[src/rtl/fetch_dispatch_unit.sv]
`default_nettype none
// +--------------------------------------------------------------------------+
// | Module      : fetch_dispatch_unit                                        |
// | Description : Front-end fetch/dispatch. Fetches 16-bit instruction words |
// |               into ir, owns pc (advanced by execution-FSM pc_inc), waits |
// |               for done, then drives a bubble word for one cycle so all   |
// |               execution FSMs return to idle before the next fetch.       |
// |               Optional macro SINGLE_STEP_EN adds a step input that holds |
// |               BUBBLE until step=1.                                       |
// | Revision    : 1.0 - initial release                                      |
// +--------------------------------------------------------------------------+
module fetch_dispatch_unit #(
  parameter int          ADDR_W      = 8,
  parameter logic [15:0] BUBBLE_WORD = 16'hF000,
  parameter int          TIMEOUT     = 15
) (
  input  logic              clk,
  input  logic              rst,
  output logic [ADDR_W-1:0] mem_addr,
  output logic              mem_rd,
  input  logic [15:0]       mem_data,
  input  logic              mem_valid,
  output logic [15:0]       ir,
  input  logic              pc_inc,
  input  logic              done,
  output logic [ADDR_W-1:0] pc,
  output logic              busy,
  output logic              illegal_op
`ifdef SINGLE_STEP_EN
  ,
  input  logic              step
`endif
);

  typedef enum logic [1:0] {
    S_IDLE   = 2'd0,
    S_FETCH  = 2'd1,
    S_EXEC   = 2'd2,
    S_BUBBLE = 2'd3
  } state_t;

  localparam logic [ADDR_W-1:0] PC_ONE    = ADDR_W'(1);
  localparam logic [7:0]        TMO_LIMIT = 8'(TIMEOUT);

  state_t              state_q, state_d;
  logic [ADDR_W-1:0]   pc_q, pc_d;
  logic [15:0]         ir_q, ir_d;
  logic [7:0]          tmo_q, tmo_d;
  logic                inc_seen_q, inc_seen_d;
  logic                mem_rd_q, mem_rd_d;
  logic                busy_q, busy_d;
  logic                illegal_q, illegal_d;
  logic [7:0]          tmo_next;
  logic                bubble_release;

`ifdef SINGLE_STEP_EN
  assign bubble_release = step;
`else
  assign bubble_release = 1'b1;
`endif

  // Next-state, pc, ir, timeout and registered-output computation
  always_comb begin
    state_d    = state_q;
    pc_d       = pc_q;
    ir_d       = ir_q;
    tmo_d      = tmo_q;
    inc_seen_d = inc_seen_q;
    illegal_d  = illegal_q;
    tmo_next   = tmo_q + 8'd1;

    case (state_q)
      S_IDLE: begin
        ir_d    = BUBBLE_WORD;
        state_d = S_FETCH;
      end
      S_FETCH: begin
        ir_d = BUBBLE_WORD;
        if (mem_valid) begin
          ir_d       = mem_data;
          tmo_d      = 8'd0;
          inc_seen_d = 1'b0;
          state_d    = S_EXEC;
        end
      end
      S_EXEC: begin
        tmo_d = tmo_next;
        if (pc_inc) begin
          pc_d       = pc_q + PC_ONE;
          inc_seen_d = 1'b1;
        end
        // done takes priority over a coincident timeout
        if (done) begin
          ir_d    = BUBBLE_WORD;
          state_d = S_BUBBLE;
        end else if (tmo_next >= TMO_LIMIT) begin
          illegal_d = 1'b1;
          // skip the abandoned word only if the FSM never advanced pc itself
          if (!inc_seen_q && !pc_inc) begin
            pc_d = pc_q + PC_ONE;
          end
          ir_d    = BUBBLE_WORD;
          state_d = S_BUBBLE;
        end
      end
      S_BUBBLE: begin
        ir_d = BUBBLE_WORD;
        if (bubble_release) begin
          state_d = S_FETCH;
        end
      end
      default: begin
        ir_d    = BUBBLE_WORD;
        state_d = S_IDLE;
      end
    endcase

    // outputs registered alongside the state they describe
    mem_rd_d = (state_d == S_FETCH);
    busy_d   = (state_d == S_FETCH) || (state_d == S_EXEC);
  end

  // State and output registers, asynchronously reset
  always_ff @(posedge clk or posedge rst) begin
    if (rst) begin
      state_q    <= S_IDLE;
      pc_q       <= '0;
      ir_q       <= BUBBLE_WORD;
      tmo_q      <= 8'd0;
      inc_seen_q <= 1'b0;
      mem_rd_q   <= 1'b0;
      busy_q     <= 1'b0;
      illegal_q  <= 1'b0;
    end else begin
      state_q    <= state_d;
      pc_q       <= pc_d;
      ir_q       <= ir_d;
      tmo_q      <= tmo_d;
      inc_seen_q <= inc_seen_d;
      mem_rd_q   <= mem_rd_d;
      busy_q     <= busy_d;
      illegal_q  <= illegal_d;
    end
  end

  assign mem_addr   = pc_q;
  assign pc         = pc_q;
  assign ir         = ir_q;
  assign mem_rd     = mem_rd_q;
  assign busy       = busy_q;
  assign illegal_op = illegal_q;

endmodule
`default_nettype wire

[config.mk]
export PLATFORM = sky130hd
export DESIGN_NAME = fetch_dispatch_unit
export DESIGN_NICKNAME = d
export VERILOG_FILES = /design/src/rtl/fetch_dispatch_unit.sv
export SDC_FILE = /design/constraint.sdc
export NUM_CORES = 1
export LEC_CHECK = 0
export CAP_MARGIN = 5
export CORE_AREA = 10 10 77 79
export CTS_CLUSTER_SIZE = 24
export DETAILED_ROUTE_END_ITERATION = 10
export DIE_AREA = 0 0 87 89
export PLACE_DENSITY = 0.82
export SLEW_MARGIN = 20
export SYNTH_ARGS = -nofsm -noshare
export SYNTH_HDL_FRONTEND = slang
export SYNTH_SLANG_ARGS = --single-unit
export TNS_END_PERCENT = 30
[constraint.sdc]
create_clock -name clk -period 3.36 [get_ports clk]
set_input_delay 0.336 -clock clk [delete_from_list [all_inputs] [get_ports clk]]
set_output_delay 0.336 -clock clk [all_outputs]
set_load 0.02 [all_outputs]
Word level (Yosys, flattened, before mapping)
Index checks and enable logic that the tools add are counted. W data, S select, Z words.

Flip-flop bits (word level): 38. Input port bits: 21. Output and inout bits: 35. Logic and storage cells: 47.

Add/sub/neg operators: 2. Magnitude comparators: 1. Equality and inequality tests: 8. Muxes and demuxes: 17. Bitwise logic cells: 1. Reductions and logical operators: 10.

Operators by type and width (number): $mux W16 (3); $pmux W16 S3 (1); $mux W8 (5); $add A8 B1 Y8 const B (2); $pmux W8 S2 (1); $ge A8 B4 Y1 const B (1); $eq A2 B2 Y1 const B (3); $mux W2 (3); $pmux W2 S3 (1); $reduce_and A3 Y1 (2); $eq A2 B1 Y1 const B (2); $ne A2 B2 Y1 const B (2); $ne A3 B3 Y1 const B (1); $logic_not A1 Y1 (2); $logic_not A2 Y1 (1); $mux W1 (2); $pmux W1 S2 (1); $reduce_and A2 Y1 (1); $reduce_bool A2 Y1 (1); $reduce_or A2 Y1 (1); $logic_and A1 B1 Y1 (1); $logic_or A1 B1 Y1 (1); $not A1 Y1 (1).

Logic depth before layout (Yosys ltp)
Depth in word-level cells: 7. Depth in mapped cells: 10. Mapped depth without buffers: 10.

Least setup slack after synthesis
No wires, ideal clock.

Path type: register -> register. From: register tmo_q[0]. To: register busy_q, in the netlist busy. Setup time: 0.113 ns. Arrival: 2.238 ns. Required time: 3.247 ns. Slack: 1.009 ns. Cell stages (with the launch flop): 10. Buffers on the path: 0. Clock period less this slack: 2.351 ns. Cells stage by stage: dfrtp_1 ha_1 and4_4 a311oi_1 a211oi_4 o21ai_2 o32a_1 o21a_1 ha_1 inv_1.

Longest elaborated chain between the ends: 7. Elaborated cells between the ends (all ways): 8. Those cells by class: 1 x add/sub; 1 x order compare; 2 x eq/ne; 3 x mux; 1 x reduce/logical.

RTL lines: start, declared (RTL line 48) `logic [7:0] tmo_q, tmo_d;`; start signal, assigned (RTL line 138) `tmo_q <= tmo_d;`; $add A8 B1 Y8 (*) (RTL line 70) `tmo_next = tmo_q + 8'd1;`; $ge A8 B4 Y1 (*) (RTL line 96) `end else if (tmo_next >= TMO_LIMIT) begin`; $mux W2 (*) (RTL line 96); $mux W2 (*) (RTL line 93) `if (done) begin`; $pmux W2 S3 (*) (RTL line 72) `case (state_q)`; $eq A2 B1 Y1 or $eq A2 B2 Y1 (tied branches) (RTL line 120) `busy_d = (state_d == S_FETCH) || (state_d == S_EXEC);`; $logic_or A1 B1 Y1 (*) (RTL line 120); via busy_d (RTL line 51) `logic busy_q, busy_d;`; end signal, assigned (RTL line 141) `busy_q <= busy_d;`; end, declared (RTL line 51).

The timed path passes the listed nets; every way through them passes the cells marked *. A chain may end at the register's enable or synchronous reset.

Worst setup path in the final report
Ends and elaborated chain as after synthesis.

==> out/qor.txt <==
cell accounting for the most synthesized area = sky130_fd_sc_hd__dfrtp_1
peak clock frequency supported by timing = 0.3867 GHz
Via Count = 1613
global route overflow = 0
Clock Pin Slew Worst Setup and Hold Paths = 80 ps
share of synthesized flip-flops with an asynchronous set or reset = 1.000
part of the Yosys area used for sequential elements = 0.4684
Port-buffer cells = 55
metal2 WL = 2302 um
Post-Synthesis Net Count = 229
initial drt markers = 80
count of TritonRoute iterations in the first routing pass = 4
most common cell in the netlist = sky130_fd_sc_hd__dfrtp_1
post-route clock period utilization = 0.7696
DRT met1 WL = 2083 um
cells taking the most area after synthesis = sky130_fd_sc_hd__dfrtp_1, sky130_fd_sc_hd__dfstp_2, sky130_fd_sc_hd__nand4_1, sky130_fd_sc_hd__buf_4, sky130_fd_sc_hd__ha_1
final antenna-violating net count = 0
Slew Viols, Final = 0
detailed placer's ending HPWL = 3548 um
count of antenna diodes in the layout = 0
Cell Chain, Critical Path = ha_1 -> and4_4 -> nand2_4 -> nor3_1 -> o21ai_2 -> o32a_1 -> o21a_1 -> ha_1 -> inv_1
number of cells produced by synthesis = 202
slew at the pin with the worst max-slew slack = 899.1 ps
worst IR drop on VDD = 0.0003891 V
maximum fanout encountered on the critical timing path = 8
via count of the first global-routing pass = 1569
clock latency on the worst-skew pair = 300 ps
crit path DAT = 2780 ps
Detail Route met3 WL = 307 um
headroom to the max-slew limit = 0.3999
maximum number of buffers from clock root to sink = 2
Max Used Layer = met4
Post-synth top flop = sky130_fd_sc_hd__dfrtp_1
post-place setup slack = 815.8 ps
family of cells with the greatest summed delay on the critical path = simple AND/OR/NAND/NOR gates
final setup skew = 6.900 ps
last weighted congestion value of the routability-driven placer = 0.8744
Area Overhead vs Synth = 31.70%
RSZ-0062 raised after global routing = false
clock period minus worst slack = 2586 ps
Setup TNS = 0 ps
critical path endpoint category = register
Die ar. = 0.007743 mm2
Core Box Area = 0.004536 mm2
number of enable-type register cells in the synthesized netlist = 0
largest incremental delay on the critical path = 480 ps
final setup vio count = 0
# nets final = 276
routed vias/inst = 5.306
number of cells after detailed placement = 296
CTS H-tree lvls = 2
Post-CTS Setup Repair Bufs = 0
DRC violation count after routing = 0
CTS tree = yes
crit path launch type = register
global-route wire length before repair = 7741 um
post-synth design cell area = 0.002041 mm2
area of all placed cells without fillers = 0.002688 mm2
Leak = 1.121 nW
maximum number of pins on one net before global-route repair = 33
Post-synth top cells = sky130_fd_sc_hd__dfrtp_1, sky130_fd_sc_hd__inv_1, sky130_fd_sc_hd__nand4_1, sky130_fd_sc_hd__nor2_1
die outline width = 87 um
critical path's slowest cell = sky130_fd_sc_hd__nor3_1
initial core utilization = 0.4499
count of warnings emitted by yosys = 0
floorplan die height = 89 um
number of distinct library cell variants in the gate-level netlist after synthesis = 42
Hold Crit Class = register to register
P per Cell Area = 729.0 mW/mm2
Global Route Usage Sum = 0.1230
total of hold buffers inserted after clock tree synthesis = 0
count of instances resized after the clock tree is built = 0
cell chosen for the clock root = sky130_fd_sc_hd__clkbuf_8
non-filler cells in the finished layout = 304
CP dominant cell by count = sky130_fd_sc_hd__ha_1
final worst slack = 774.2 ps
initial antenna violation count = 0
overall power of the completed layout = 1.959 mW
required time reported for the critical path endpoint = 3560 ps
area share of the leading cell type in the synthesized netlist = 0.4169
number of rows in the core area = 25
I/O pin count = 56
final routed wirelength across all metal layers = 4802 um
status = completed
Max-cap violations = 0
placed cell areas = 0.002550 mm2
mean area per synthesized cell = 10.10 um2
share of cells above drive strength 1 = 0.1240
CP Class = register to register
DR WL/cell = 15.80 um
number of synthesized register bits = 38
Fin. Hold Viols = 0
Buffers & Inverters on Critical Path = 1
number of buffers inserted during clock tree synthesis = 5
clk sinks = 38
==> per-layer routing <==
| metal | vias to the layer above | global-route usage |
|---|---|---|
| met4 | 0 | 0.05744 |
| met1 | 778 | 0.1507 |
| met5 | - | 0 |
| met2 | 37 | 0.1905 |
| met3 | 7 | 0.04102 |
| li1 | 791 | - |
==> path summary, 6_finish.rpt <==
path | from | to | slack [ps] | cells after the start
worst max register to register | tmo_q[0] | busy | 770 | 9
min in group asynchronous | rst | ir[0] | 530 | 2
worst max-delay path | tmo_q[0] | busy | 770 | 9
worst min register to register | illegal_op | illegal_op | 510 | 1
max in group asynchronous | rst | ir[14] | 2090 | 3
worst min-delay path | illegal_op | illegal_op | 510 | 1
==> cells in the final DEF (no fill, tap or decap), types with 2 or more instances in the layout <==
| master | count |
|---|---|
| sky130_fd_sc_hd__dfstp_2 | 4 |
| sky130_fd_sc_hd__nand2_1 | 13 |
| sky130_fd_sc_hd__mux2_2 | 2 |
| sky130_fd_sc_hd__a21oi_2 | 4 |
| sky130_fd_sc_hd__xnor2_1 | 6 |
| sky130_fd_sc_hd__o21ai_0 | 4 |
| sky130_fd_sc_hd__and3_1 | 2 |
| sky130_fd_sc_hd__a31o_2 | 2 |
| sky130_fd_sc_hd__and2_1 | 2 |
| sky130_fd_sc_hd__a21oi_1 | 4 |
| sky130_fd_sc_hd__o21a_1 | 3 |
| sky130_fd_sc_hd__a21o_1 | 2 |
| sky130_fd_sc_hd__bufinv_16 | 2 |
| sky130_fd_sc_hd__dfrtp_1 | 34 |
| sky130_fd_sc_hd__ha_1 | 6 |
| sky130_fd_sc_hd__buf_4 | 2 |
| sky130_fd_sc_hd__nor3_1 | 5 |
| sky130_fd_sc_hd__nor2_1 | 16 |
| sky130_fd_sc_hd__inv_1 | 19 |
| sky130_fd_sc_hd__clkdlybuf4s50_1 | 55 |
| sky130_fd_sc_hd__a22o_1 | 5 |
| sky130_fd_sc_hd__nand3_1 | 6 |
| sky130_fd_sc_hd__o21ai_1 | 13 |
| sky130_fd_sc_hd__clkbuf_8 | 5 |
| sky130_fd_sc_hd__nand4_1 | 16 |
==> power by group <==
group / switching (mW) / internal, mW
Clock: 0.174 / 0.298
Sequential: 0.103 / 0.573
Combinational: 0.464 / 0.348
==> flip-flops by register name, indices dropped and copies added, names as in the netlist <==
name,cells
ir,16
mem_addr,8
tmo_q,8
state_q,2
busy,1
illegal_op,1
inc_seen_q,1
mem_rd,1
==> area by class of cell <==
| cell class | count | area, um2 |
|---|---|---|
| Tap cell | 54 | 67.56 |
| Sequential cell | 38 | 955.9 |
| Clock buffer | 5 | 68.82 |
| Inverter | 19 | 71.32 |
| Fill cell | 379 | 1848 |
| Multi-Input combinational cell | 128 | 889.6 |
| Clock inverter | 3 | 68.82 |
| Timing Repair Buffer | 57 | 565.5 |
==> metrics by stage <==
stage | hold slack [ps] | utilization
after floorplan | 475.7 | -
after global placement | 477.6 | 0.5622
after detailed placement | 479.8 | 0.5622
after CTS | 497.4 | 0.5926
after global routing | 530.3 | 0.5926
final | 505.2 | 0.5926
==> kinds of logic after synthesis <==
| group | synth area share |
|---|---|
| adder cells (fa/ha/maj) | 0.03679 |
| multiplexers | 0.02330 |
| buffers and inverters | 0.09564 |
| AND/OR/NAND/NOR | 0.1668 |
| AO/OA/AOI/OAI | 0.1790 |
| XOR/XNOR | 0.03004 |
| flip-flops | 0.4684 |
Power figures use the tool's default switching activity.
